File: src/rtl/pipe_hazard_ctrl_if.sv
// Hazard-control bundle between the pipeline datapath and the
// stall/flush controller: hazard sources in, stage controls out.
interface pipe_hazard_ctrl_if #(
    parameter int CNT_W = 16
);
    logic             RegWEn_e;
    logic             is_load_e;
    logic [4:0]       AddrD_e;
    logic [4:0]       AddrA_d;
    logic [4:0]       AddrB_d;
    logic             useA_d;
    logic             useB_d;
    logic             br_taken_e;
    logic             mem_req_m;
    logic             mem_ready_i;
    logic             hold_pc_o;
    logic             hold_fd_o;
    logic             hold_de_o;
    logic             hold_em_o;
    logic             flush_fd_o;
    logic             flush_de_o;
    logic             flush_mw_o;
    logic [1:0]       state_o;
    logic             mem_err_o;
    logic [CNT_W-1:0] stall_cnt_o;
    logic [CNT_W-1:0] flush_cnt_o;

    modport master (
        output RegWEn_e, is_load_e, AddrD_e,
        output AddrA_d, AddrB_d, useA_d, useB_d,
        output br_taken_e, mem_req_m, mem_ready_i,
        input  hold_pc_o, hold_fd_o, hold_de_o,
        input  hold_em_o, flush_fd_o, flush_de_o,
        input  flush_mw_o, state_o, mem_err_o,
        input  stall_cnt_o, flush_cnt_o
    );

    modport slave (
        input  RegWEn_e, is_load_e, AddrD_e,
        input  AddrA_d, AddrB_d, useA_d, useB_d,
        input  br_taken_e, mem_req_m, mem_ready_i,
        output hold_pc_o, hold_fd_o, hold_de_o,
        output hold_em_o, flush_fd_o, flush_de_o,
        output flush_mw_o, state_o, mem_err_o,
        output stall_cnt_o, flush_cnt_o
    );
endinterface

File: src/rtl/pipe_hazard_ctrl.sv
// Stall/flush controller for the 5-stage core: load-use, EX branch
// redirect and MEM wait with timeout, plus saturating perf counters.
module pipe_hazard_ctrl #(
    parameter int MEM_TIMEOUT = 16,
    parameter int CNT_W       = 16
) (
    input  logic               clk_i,
    input  logic               rst_i,
    pipe_hazard_ctrl_if.slave  hz
);

    localparam logic [1:0] RUN      = 2'd0;
    localparam logic [1:0] MEM_WAIT = 2'd1;
    localparam logic [1:0] ERR      = 2'd2;

    localparam logic [7:0] WAIT_LAST = 8'(MEM_TIMEOUT - 1);
    localparam logic [CNT_W-1:0] CNT_MAX = '1;

    logic [1:0]       state_q;
    logic [1:0]       state_d;
    logic [7:0]       wait_q;
    logic [7:0]       wait_d;
    logic             err_q;
    logic             err_d;
    logic [CNT_W-1:0] stall_q;
    logic [CNT_W-1:0] flush_q;

    logic mem_stall;
    logic match_a;
    logic match_b;
    logic load_use;
    logic in_err;
    logic stall_all;
    logic br_flush;
    logic lu_stall;

    assign mem_stall = hz.mem_req_m & ~hz.mem_ready_i;

    assign match_a = hz.useA_d & (hz.AddrA_d == hz.AddrD_e);
    assign match_b = hz.useB_d & (hz.AddrB_d == hz.AddrD_e);

    // x0 is never a real producer, so it cannot create a load-use
    assign load_use = hz.is_load_e & hz.RegWEn_e
                    & (|hz.AddrD_e) & (match_a | match_b);

    assign in_err    = (state_q == ERR);
    assign stall_all = in_err | mem_stall;

    // Frozen DE/FD get re-evaluated once the full-pipe hold drops
    assign br_flush = ~stall_all & hz.br_taken_e;
    assign lu_stall = ~stall_all & ~hz.br_taken_e & load_use;

    assign hz.hold_pc_o  = stall_all | lu_stall;
    assign hz.hold_fd_o  = stall_all | lu_stall;
    assign hz.hold_de_o  = stall_all;
    assign hz.hold_em_o  = stall_all;
    assign hz.flush_fd_o = br_flush;
    assign hz.flush_de_o = br_flush | lu_stall;
    assign hz.flush_mw_o = stall_all;

    assign hz.state_o     = state_q;
    assign hz.mem_err_o   = err_q;
    assign hz.stall_cnt_o = stall_q;
    assign hz.flush_cnt_o = flush_q;

    always_comb begin
        state_d = state_q;
        wait_d  = wait_q;
        err_d   = err_q;
        case (state_q)
            RUN: begin
                if (mem_stall) begin
                    state_d = MEM_WAIT;
                    wait_d  = 8'd1;
                end
            end
            MEM_WAIT: begin
                if (!mem_stall) begin
                    state_d = RUN;
                    wait_d  = 8'd0;
                end else if (wait_q == WAIT_LAST) begin
                    state_d = ERR;
                    err_d   = 1'b1;
                end else begin
                    wait_d = wait_q + 8'd1;
                end
            end
            ERR: begin
                state_d = ERR;
            end
            default: begin
                state_d = RUN;
                wait_d  = 8'd0;
            end
        endcase
    end

    always_ff @(posedge clk_i or negedge rst_i) begin
        if (!rst_i) begin
            state_q <= RUN;
            wait_q  <= 8'd0;
            err_q   <= 1'b0;
        end else begin
            state_q <= state_d;
            wait_q  <= wait_d;
            err_q   <= err_d;
        end
    end

    always_ff @(posedge clk_i or negedge rst_i) begin
        if (!rst_i) begin
            stall_q <= '0;
            flush_q <= '0;
        end else begin
            if (hz.hold_pc_o && stall_q != CNT_MAX)
                stall_q <= stall_q + 1'b1;
            if (br_flush && flush_q != CNT_MAX)
                flush_q <= flush_q + 1'b1;
        end
    end

endmodule

File: src/flat_wrapper.sv
// flat-port wrapper written by rule: the top's interface ports become plain ports
module pipe_hazard_ctrl_flat 
#(
    parameter int MEM_TIMEOUT = 16,
    parameter int CNT_W       = 16
)
  (clk_i, rst_i, hz_RegWEn_e, hz_is_load_e, hz_AddrD_e, hz_AddrA_d, hz_AddrB_d, hz_useA_d, hz_useB_d, hz_br_taken_e, hz_mem_req_m, hz_mem_ready_i, hz_hold_pc_o, hz_hold_fd_o, hz_hold_de_o, hz_hold_em_o, hz_flush_fd_o, hz_flush_de_o, hz_flush_mw_o, hz_state_o, hz_mem_err_o, hz_stall_cnt_o, hz_flush_cnt_o);
  pipe_hazard_ctrl_if #(.CNT_W(CNT_W)) hz_i ();
  input  logic clk_i;
  input  logic rst_i;
  input wire logic [$bits(hz_i.RegWEn_e)-1:0] hz_RegWEn_e;
  input wire logic [$bits(hz_i.is_load_e)-1:0] hz_is_load_e;
  input wire logic [$bits(hz_i.AddrD_e)-1:0] hz_AddrD_e;
  input wire logic [$bits(hz_i.AddrA_d)-1:0] hz_AddrA_d;
  input wire logic [$bits(hz_i.AddrB_d)-1:0] hz_AddrB_d;
  input wire logic [$bits(hz_i.useA_d)-1:0] hz_useA_d;
  input wire logic [$bits(hz_i.useB_d)-1:0] hz_useB_d;
  input wire logic [$bits(hz_i.br_taken_e)-1:0] hz_br_taken_e;
  input wire logic [$bits(hz_i.mem_req_m)-1:0] hz_mem_req_m;
  input wire logic [$bits(hz_i.mem_ready_i)-1:0] hz_mem_ready_i;
  output wire logic [$bits(hz_i.hold_pc_o)-1:0] hz_hold_pc_o;
  output wire logic [$bits(hz_i.hold_fd_o)-1:0] hz_hold_fd_o;
  output wire logic [$bits(hz_i.hold_de_o)-1:0] hz_hold_de_o;
  output wire logic [$bits(hz_i.hold_em_o)-1:0] hz_hold_em_o;
  output wire logic [$bits(hz_i.flush_fd_o)-1:0] hz_flush_fd_o;
  output wire logic [$bits(hz_i.flush_de_o)-1:0] hz_flush_de_o;
  output wire logic [$bits(hz_i.flush_mw_o)-1:0] hz_flush_mw_o;
  output wire logic [$bits(hz_i.state_o)-1:0] hz_state_o;
  output wire logic [$bits(hz_i.mem_err_o)-1:0] hz_mem_err_o;
  output wire logic [$bits(hz_i.stall_cnt_o)-1:0] hz_stall_cnt_o;
  output wire logic [$bits(hz_i.flush_cnt_o)-1:0] hz_flush_cnt_o;
  assign hz_i.RegWEn_e = hz_RegWEn_e;
  assign hz_i.is_load_e = hz_is_load_e;
  assign hz_i.AddrD_e = hz_AddrD_e;
  assign hz_i.AddrA_d = hz_AddrA_d;
  assign hz_i.AddrB_d = hz_AddrB_d;
  assign hz_i.useA_d = hz_useA_d;
  assign hz_i.useB_d = hz_useB_d;
  assign hz_i.br_taken_e = hz_br_taken_e;
  assign hz_i.mem_req_m = hz_mem_req_m;
  assign hz_i.mem_ready_i = hz_mem_ready_i;
  assign hz_hold_pc_o = hz_i.hold_pc_o;
  assign hz_hold_fd_o = hz_i.hold_fd_o;
  assign hz_hold_de_o = hz_i.hold_de_o;
  assign hz_hold_em_o = hz_i.hold_em_o;
  assign hz_flush_fd_o = hz_i.flush_fd_o;
  assign hz_flush_de_o = hz_i.flush_de_o;
  assign hz_flush_mw_o = hz_i.flush_mw_o;
  assign hz_state_o = hz_i.state_o;
  assign hz_mem_err_o = hz_i.mem_err_o;
  assign hz_stall_cnt_o = hz_i.stall_cnt_o;
  assign hz_flush_cnt_o = hz_i.flush_cnt_o;
  pipe_hazard_ctrl #(.MEM_TIMEOUT(MEM_TIMEOUT), .CNT_W(CNT_W)) u_core (.clk_i(clk_i), .rst_i(rst_i), .hz(hz_i));
endmodule
File: config.mk
export PLATFORM = sky130hd
export DESIGN_NAME = pipe_hazard_ctrl_flat
export DESIGN_NICKNAME = d
export VERILOG_FILES = /design/src/rtl/pipe_hazard_ctrl_if.sv /design/src/rtl/pipe_hazard_ctrl.sv /design/src/flat_wrapper.sv
export SDC_FILE = /design/constraint.sdc
export NUM_CORES = 1
export LEC_CHECK = 0
export CORE_ASPECT_RATIO = 0.8
export CORE_MARGIN = 8
export CORE_UTILIZATION = 48
export CTS_BUF_LIST = sky130_fd_sc_hd__clkbuf_16
export DETAILED_ROUTE_END_ITERATION = 10
export PLACE_DENSITY = 0.8
export SLEW_MARGIN = 20
export SYNTH_ARGS = -nofsm -noshare
export SYNTH_HDL_FRONTEND = slang
export SYNTH_SLANG_ARGS = --single-unit
File: constraint.sdc
create_clock -name clk_i -period 2.8 [get_ports clk_i]
set_clock_uncertainty 0.15 [all_clocks]
set_input_delay 0.28 -clock clk_i [delete_from_list [all_inputs] [get_ports clk_i]]
set_output_delay 0.28 -clock clk_i [all_outputs]
set_load 0.02 [all_outputs]
# After elaboration in Yosys (flattened, before gate mapping)
# Index checks and enable logic that the tools add are counted.
# op_classes
n_bitwise	17
addsub	3
n_eq_ne	10
mux	8
n_reduce_logical	7
# op_table
cell	count
adder 16 x 1 -> 16 bit, second input constant	2
!= test 16 bit, second input constant	2
2-to-1 mux 8 bit	3
case mux 8 bit (3 select lines)	1
== test 5 bit	2
AND 1 bit	9
adder 8 x 1 -> 8 bit, second input constant	1
== test 8 x 4 -> 1 bit, second input constant	1
2-to-1 mux 2 bit	3
!= test 3 bit, second input constant	2
case mux 2 bit (3 select lines)	1
AND reduction 3 bit	2
OR reduction 5 bit	1
NOT 1 bit	4
bitwise OR 1 bit	4
== test 2 x 1 -> 1 bit, second input constant	1
== test 2 bit, second input constant	1
logical AND 1 bit	2
logical NOT 2 bit	1
!= test 2 x 1 -> 1 bit, second input constant	1
AND reduction 2 bit	1
# word_totals
out_inout_bits	42
elab_cells	50
ff_bits	43

# Depth between registers and ports, before layout
# Gate-level depths: netlist of the first run.
# depth
word_depth	8
mapped_depth	9
mapped_depth_nobuf	7

# Worst setup path after synthesis of the first run
# OpenSTA, ideal clock, no wires.
# synth_path
path_kind	register to register
startpoint	reg u_core.stall_q[0], in the netlist u_core.hz.stall_cnt_o[0]
endpoint	reg u_core.stall_q[1], in the netlist u_core.hz.stall_cnt_o[1]
arrival_ns	2.231
path_stages_with_launch	8
period_less_slack_ns	2.506
setup_slack_ns	0.294
path_buffers	1
cell_sequence	dfrtp_1 > ha_1 > nand4_2 > or4_4 > and2_4 > a31oi_4 > buf_6 > mux2_4
# synth_via
elab_chain_cells	2
# synth_rtl
element	line_no	source
start, declared	pipe_hazard_ctrl.sv:25	logic [CNT_W-1:0] stall_q;
start signal, assigned	pipe_hazard_ctrl.sv:116	stall_q <= stall_q + 1'b1;
parallel branches: the longest is 2 deep, another holds adder 16 x 1 -> 16 bit	-	
# Several ways; the timed one is not identified.
# A chain may end at the register's enable or synchronous reset.

# Worst setup path in the final report of the first run
# layout_path
startpoint	in hz_AddrD_e[3]
endpoint	out hz_hold_fd_o
# layout_via
elab_chain_cells	6
# layout_rtl
element	line_no	source
start, declared	flat_wrapper.sv:13	input wire logic [$bits(hz_i.AddrD_e)-1:0] hz_AddrD_e;
== test 5 bit, on equally long branches	pipe_hazard_ctrl.sv:39, pipe_hazard_ctrl.sv:40	
AND 1 bit, on equally long branches	pipe_hazard_ctrl.sv:39, pipe_hazard_ctrl.sv:40	
bitwise OR 1 bit	pipe_hazard_ctrl.sv:44	& (|hz.AddrD_e) & (match_a | match_b);
AND 1 bit *	pipe_hazard_ctrl.sv:44	
AND 1 bit *	pipe_hazard_ctrl.sv:51	assign lu_stall = ~stall_all & ~hz.br_taken_e & load_use;
bitwise OR 1 bit *	pipe_hazard_ctrl.sv:54	assign hz.hold_fd_o = stall_all | lu_stall;
end, declared	flat_wrapper.sv:22	output wire logic [$bits(hz_i.hold_fd_o)-1:0] hz_hold_fd_o;
# Mark *: on every way between the ends. The rest lies on a longest branch, timed or not.

==> reports/results.md, run 1 <==
- outcome: complete, but fails checks
- violations in the final reports: hold timing
- crit start category: input port
- fillcell total: 375
- post-synth top area share: 46.5%
- final hold vios: 14
- capture point of the critical path: hz_hold_fd_o
- post-synthesis simple-gate area fraction: 25.5%
- cell with the most instances after synthesis: sky130_fd_sc_hd__dfrtp_1
- post-cts hold buffer count: 0
- CTS tree: built
- crit path capture type: output pin
- pin count of the biggest net entering global routing: 44
- # resized after CTS: 0
- number of H-tree levels: 2
- commonest cells in the netlist: sky130_fd_sc_hd__dfrtp_1, sky130_fd_sc_hd__nand2_1, sky130_fd_sc_hd__nor2_1, sky130_fd_sc_hd__xnor2_1, sky130_fd_sc_hd__xor2_1
- Highest Clock Rate: 367 MHz
- DRT Pass-1 Iters: 4
- start point of the critical path: hz_AddrD_e[3]
- Slew Viols, Final: 0
- number of global-route vias before repair: 1997
- Place WS: 0.0322 ns
- data arrival time at the worst-slack endpoint: 2.29 ns
- Post-DRT Antenna Nets: 0
- mean cell area of the mapped netlist: 10.2 µm²
- endpoint of the lowest-slack register-to-register path: u_core.hz.stall_cnt_o[15]$_DFFE_PN0P_
- clock buffer count from CTS: 5
- Leakage Power: 1.44 nW
- Placed Cells: 354
- total DRC errors in the routed layout: 0
- Crit path required time: 2.37 ns
- global-route wire length before repair: 9530 µm
- total routed wirelength: 5690 µm
- Worst Tran Pin Value: 0.919 ns
- fraction of synthesized cell area in xor and xnor cells: 14.8%
- number of nets produced by synthesis: 254
- worst min-delay path class: in2async
- global-route total usage across every layer: 15.9%
- Synthesis Warnings: 0
- sequential cell area in the final layout: 1080 µm²
- Starting DRT DRC Count: 111
- Min Clock Period, post-route: 2.72 ns
- Most used DFF post-synth: sky130_fd_sc_hd__dfrtp_1
- total inserted antenna cells: 0
- min setup slack post-route: 0.0770 ns
- Worst VDD drop: 0.549 mV
- proportion of register bits with asynchronous set or reset after synthesis: 100%
- ranking of synthesized cells by area: sky130_fd_sc_hd__dfrtp_1, sky130_fd_sc_hd__xnor2_1, sky130_fd_sc_hd__xor2_1
- antenna violations before repair: 0
- register-to-register setup slack: 0.20 ns
- area occupied by multi-input gates: 1170 µm²
- number of different library cells in the post-synthesis netlist: 46
- Max transition margin: 38.7%
- highest cell delay on the worst timing path: 0.55 ns
- total power density per cell area: 616 nW/µm²
- clock root cell: sky130_fd_sc_hd__clkbuf_16
- core utilization of the finished layout: 69.3%
- Max Cap Violations: 0
- highest-delay cell along the critical path: sky130_fd_sc_hd__clkdlybuf4s50_1
- Final Cycle Share: 97.2%
- total number of placement rows: 22
- Reg2Reg Depth: 8
- Setup violations, final: 0
- adder-cell area share of the yosys netlist: 1.62%
- CP Cell Sequence: clkdlybuf4s50_1 -> or4_1 -> nor2_2 -> nor4_4 -> a21oi_1 -> inv_1 -> clkdlybuf4s50_1
- clock insertion delay at the later pin of the skew report: 0.28 ns
- buffers from clock root to sink, at most: 2
- smallest hold slack: -0.0124 ns
- startpoint of the lowest-slack register-to-register path: u_core.hz.stall_cnt_o[0]$_DFFE_PN0P_
- boundary pin count: 66
- filler-free cell count of the finished design: 362
- flops & latches, synth: 43
- Post-Synthesis Cell Area: 2310 µm²
- critical setup path kind: in2out
- sequential-to-total area share from yosys stat: 46.5%
- gr ovfl total: 0
- sum of negative setup slack: 0 ns
- effective utilization at floorplan: 50.0%
- via count of the routed design: 1921
- post-synth top area cell: sky130_fd_sc_hd__dfrtp_1
- Sink Count: 43
- HPWL after detailed placement: 4310 µm
- x dimension of the die: 93.6 µm
- final weighted congestion of routability-driven global placement: 0.869
- detail-routed net length per standard cell: 15.7 µm
- CP most frequent cell: sky130_fd_sc_hd__clkdlybuf4s50_1
- Area growth syn-to-layout: 38.5%
- number of cells produced by synthesis: 227
- Die Y-Extent: 78.1 µm
- count of port buffers added during placement: 65
- Die Outline Area: 7310 µm²
- number of buffers inserted to repair setup after CTS: 0
- Core Box Area: 4620 µm²
- number of flops mapped to enable cells by yosys: 0
- multiplexer share of the synthesized area: 2.60%
- number of nets in the layout: 328
- clock-pin slew of the registers on the worst-case setup and hold paths: 0.06 ns
- largest fanout on the critical path: 3
- largest family of logic cells by synthesized area: simple AND/OR/NAND/NOR gates
- ratio of cells with drive above 1 in the final layout: 11.9%
- Compound-Gate Fraction of Synth Area: 5.57%
- vias per std cell: 5.31
-- report_power, final --
group	switching, W	internal (W)
Clock	0.000222	0.000324
Sequential	0.000134	0.000714
Combinational	0.000279	0.000301
Total	0.000635	0.00134
-- cell type report --
class / count / area share [%]
tap: 60 / 2.34
clock buffer: 5 / 3.91
inverter: 9 / 1.05
sequential: 43 / 33.6
clock inverter: 3 / 0.469
timing repair buffer: 73 / 22.2
multi-input combinational: 169 / 36.4
-- worst max-delay path, delay by kind of cell --
kind	cells	cell delay [ns]
buffers and inverters	3	1.09
AOI/OAI and AO/OA	1	0.19
and+or+nand+nor	3	0.73
-- routing by layer --
layer	GRT usage (%)	wire, µm	up-vias
met3	5.13	410	5
met2	24.2	2510	65
met5	0	0	-
met1	21.5	2740	920
met4	3.79	36	0
li1	-	-	931
-- kinds of logic after synthesis --
family	Yosys count
and+or+nand+nor	104
DFF	43
xor gates and xnor gates	39
AOI/OAI and AO/OA	18
buffers and inverters	15
muxes	5
adders and majority gates	3
-- worst min-delay path by stage --
stage	end	slack [ns]	from
2_1_floorplan	u_core.hz.flush_cnt_o[0]$_DFFE_PN0P_	-0.17	rst_i
3_3_place_gp	u_core.hz.mem_err_o$_DFFE_PN0N_	0.30	u_core.hz.mem_err_o$_DFFE_PN0N_
3_5_place_dp	u_core.hz.flush_cnt_o[7]$_DFFE_PN0P_	0.32	rst_i
4_1_cts	u_core.hz.flush_cnt_o[9]$_DFFE_PN0P_	0.02	rst_i
5_1_grt	u_core.hz.stall_cnt_o[7]$_DFFE_PN0P_	0.08	rst_i
6_report	u_core.hz.flush_cnt_o[9]$_DFFE_PN0P_	-0.01	rst_i
-- cell usage in the layout, fill, tap and decap left out, drive strengths merged, types with 4 or more instances in the layout --
cell type / Yosys / routed
clkbuf: 1 / 5
nand2: 21 / 21
o21ai: 7 / 7
xor2: 19 / 19
buf: 5 / 9
mux2: 5 / 5
and3: 6 / 6
dfrtp: 43 / 43
nand4: 12 / 12
xnor2: 20 / 20
nor3: 6 / 6
nor4: 5 / 5
nor2: 21 / 21
nand2b: 4 / 4
clkdlybuf4s50: 0 / 62
nand3: 14 / 14
inv: 9 / 9
-- sequential cells by signal (all words and copies together), names as in the netlist --
register	cells
u_core.hz.flush_cnt_o	16
u_core.hz.mem_err_o	1
u_core.hz.stall_cnt_o	16
u_core.hz.state_o	2
u_core.wait_q	8
-- stage by stage --
step	area, µm²	power, W
2_1_floorplan	2310	0.00114
3_5_place_dp	3050	0.00144
3_3_place_gp	3050	0.00142
4_1_cts	3190	0.00199
5_1_grt	3200	0.00208
6_report	3200	0.00197
No activity file was read; power rests on OpenSTA's default activity.
==> run 2: changes to the inputs <==
--- a/config.mk
+++ b/config.mk
@@ -10,7 +10,7 @@
 export CORE_UTILIZATION = 48
 export CTS_BUF_LIST = sky130_fd_sc_hd__clkbuf_16
 export DETAILED_ROUTE_END_ITERATION = 10
-export PLACE_DENSITY = 0.8
+export PLACE_DENSITY = 0.86
 export SLEW_MARGIN = 20
 export SYNTH_ARGS = -nofsm -noshare
 export SYNTH_HDL_FRONTEND = slang
==> run 2 against run 1 <==
The run still ends with hold timing left. Wire length up 1.5%. Setup slack better by 0.20 ns. Global-route usage is 0.84 points higher. Cell area did not move. Critical path depth stayed put. Highest routed layer unchanged.
==> reports/results.md, run 2 (synthesis gave the netlist of run 1 again) <==
- crit path capture type: flip-flop
- met1 usage in global routing: 22.2%, +0.73 points
- most common cell after layout, fill and taps aside: sky130_fd_sc_hd__clkdlybuf4s50_1
- clock-pin slew of the registers on the worst-case setup and hold paths: 0.06 ns, about the same
- total power density per cell area: 622 nW/µm², +0.89%
- Area growth syn-to-layout: 38.5%, unchanged
- Placed Cells: 353, -0.28%
- DRT Pass-1 Iters: 4, unchanged
- boundary pin count: 66, unchanged
- worst min-delay path class: in2async
- Max Cap Violations: 0, unchanged
- CP Cell Sequence: ha_1 -> nand4_2 -> or4_4 -> and2_4 -> a31oi_4 -> buf_12 -> mux2_4
- CTS tree: built
- antenna violations before repair: 0, unchanged
- crit start category: flip-flop
- Leakage Power: 1.46 nW, +1.6%
- most frequent cells in the layout: sky130_fd_sc_hd__clkdlybuf4s50_1, sky130_fd_sc_hd__dfrtp_1, sky130_fd_sc_hd__nand2_1
- Final Cycle Share: 90.2%, -7.1 points
- x dimension of the die: 93.6 µm, unchanged
- buffers from clock root to sink, at most: 2, unchanged
- final weighted congestion of routability-driven global placement: 0.843, -3.0%
- pin count of the biggest net entering global routing: 44, unchanged
- Highest Clock Rate: 396 MHz, +7.8%
- effective utilization at floorplan: 50.0%, unchanged
- Core Box Area: 4620 µm², unchanged
- number of nets in the layout: 327, -0.30%
- final hold vios: 39, +25
- detail-routed net length per standard cell: 16.0 µm, +1.8%
- global-route wire length before repair: 9890 µm, +3.8%
- number of global-route vias before repair: 2005, +0.40%
- clock buffer count from CTS: 5, unchanged
- count of port buffers added during placement: 65, unchanged
- ratio of cells with drive above 1 in the final layout: 11.0%, -0.96 points
- Setup violations, final: 0, unchanged
- total number of placement rows: 22, unchanged
- unrepaired setup endpoints after global routing: no
- count of buffering cells on the critical path with inverters included: 1, -2
- clock insertion delay at the later pin of the skew report: 0.29 ns, about the same
- met2 track utilization from global routing: 25.6%, +1.4 points
- Post-DRT Antenna Nets: 0, unchanged
- highest-delay cell along the critical path: sky130_fd_sc_hd__or4_4
- global-route total usage across every layer: 16.8%, +0.84 points
- clock root cell: sky130_fd_sc_hd__clkbuf_16
- smallest hold slack: -0.0184 ns, -0.00604 ns
- largest fanout on the critical path: 12, +9
- critical setup path kind: reg2reg
- delay-heaviest family, CP: simple AND/OR/NAND/NOR gates
- most utilized layer in the global route result: met2
- vias per std cell: 5.43, +2.3%
- highest cell delay on the worst timing path: 0.62 ns, +0.07 ns
- number of H-tree levels: 2, unchanged
- data arrival time at the worst-slack endpoint: 2.55 ns, +0.26 ns
- HPWL after detailed placement: 4370 µm, +1.5%
- outcome: complete, but fails checks
- Slew Viols, Final: 0, unchanged
- via count of the routed design: 1960, +2.0%
- Min Clock Period, post-route: 2.52 ns, -0.198 ns
- Crit path required time: 2.83 ns, +0.46 ns
- total routed wirelength: 5780 µm, +1.5%
- met3 Use GR: 4.56%, -0.57 points
- post-cts hold buffer count: 0, unchanged
- total DRC errors in the routed layout: 0, unchanged
- Die Outline Area: 7310 µm², unchanged
- Worst Tran Pin Value: 0.929 ns, +0.0102 ns
- Max transition margin: 38.1%, -0.68 points
- violations in the final reports: hold timing
- gr ovfl total: 0, unchanged
- Starting DRT DRC Count: 124, +12%
- Sink Count: 43, unchanged
- Worst VDD drop: 0.482 mV, -12%
- filler-free cell count of the finished design: 361, -0.28%
- sum of negative setup slack: 0 ns, unchanged
- Die Y-Extent: 78.1 µm, unchanged
- total inserted antenna cells: 0, unchanged
[run 2: changes by cell type in the layout (fill, tap and decap cells not counted), sizes merged]
cell           before  now
buf                 9    8
inv                 9   10
clkdlybuf4s50      62   61
clkinvlp            1    0
dlymetal6s2s        2    3
[run 2: path summary, 6_finish.rpt]
kind,startpoint,end,slack [ns],cells past startpoint
worst max-delay path,u_core.hz.stall_cnt_o[0]$_DFFE_PN0P_,u_core.hz.stall_cnt_o[1]$_DFFE_PN0P_,0.28,7
worst min-delay path,rst_i,u_core.hz.stall_cnt_o[8]$_DFFE_PN0P_,-0.02,1
max in group asynchronous,rst_i,u_core.wait_q[4]$_DFFE_PN0P_,1.94,1
min in group clk_i,u_core.hz.mem_err_o$_DFFE_PN0N_,u_core.hz.mem_err_o$_DFFE_PN0N_,0.32,1
worst min register to register,u_core.hz.mem_err_o$_DFFE_PN0N_,u_core.hz.mem_err_o$_DFFE_PN0N_,0.32,1
worst max register to register,u_core.hz.stall_cnt_o[0]$_DFFE_PN0P_,u_core.hz.stall_cnt_o[1]$_DFFE_PN0P_,0.28,7
[run 2: stage by stage]
step / hold slack, ns / area, µm² / utilization (%) / power (W) / setup WS (ns)
2_1_floorplan: -0.166 / 2310 / - / 0.00114 / 0.294
3_3_place_gp: 0.306 / 3050 / 66.0 / 0.00142 / 0.0469
3_5_place_dp: 0.310 / 3050 / 66.0 / 0.00144 / 0.0200
4_1_cts: 0.0197 / 3200 / 69.1 / 0.00200 / 0.0101
5_1_grt: 0.0823 / 3200 / 69.3 / 0.00210 / 0.179
6_report: -0.0184 / 3200 / 69.3 / 0.00199 / 0.275
[run 2: where the power goes]
| part | internal [W] | leakage (nW) | switching, W |
|---|---|---|---|
| Combinational | 0.000302 | 0.825 | 0.000278 |
| Clock | 0.000326 | 0.0726 | 0.000240 |
| Sequential | 0.000714 | 0.560 | 0.000131 |
| Total | 0.00134 | 1.46 | 0.000649 |
[run 2: worst register-to-register path: stages, from the launching register on]
cell and delay (ns):
sky130_fd_sc_hd__dfrtp_1 0.42, sky130_fd_sc_hd__ha_1 0.24, sky130_fd_sc_hd__nand4_2 0.19, sky130_fd_sc_hd__or4_4 0.62, sky130_fd_sc_hd__and2_4 0.19, sky130_fd_sc_hd__a31oi_4 0.16
sky130_fd_sc_hd__buf_12 0.16, sky130_fd_sc_hd__mux2_4 0.30
[run 2: layout make-up]
class                   instances  area, µm²
clock buffers                   5        125
repair buffers                 72        718
multi-input cells             169       1160
flip-flops and latches         43       1080
well taps                      60       75.1
clock inverters                 3       16.3
fillers                       352       1420
inverters                       9       33.8
[run 2: metal layers]
layer,vias up,routed length (µm)
met5,-,0
met4,0,70
met3,7,461
met2,81,2650
met1,944,2600
li1,928,-
[run 2: repair_timing]
action / CTS / global route
hold endpoints to repair: 0 / 0
gates resized for setup: 0 / 3
endpoints found under the setup margin: 0 / 3
setup buffers: 0 / 0
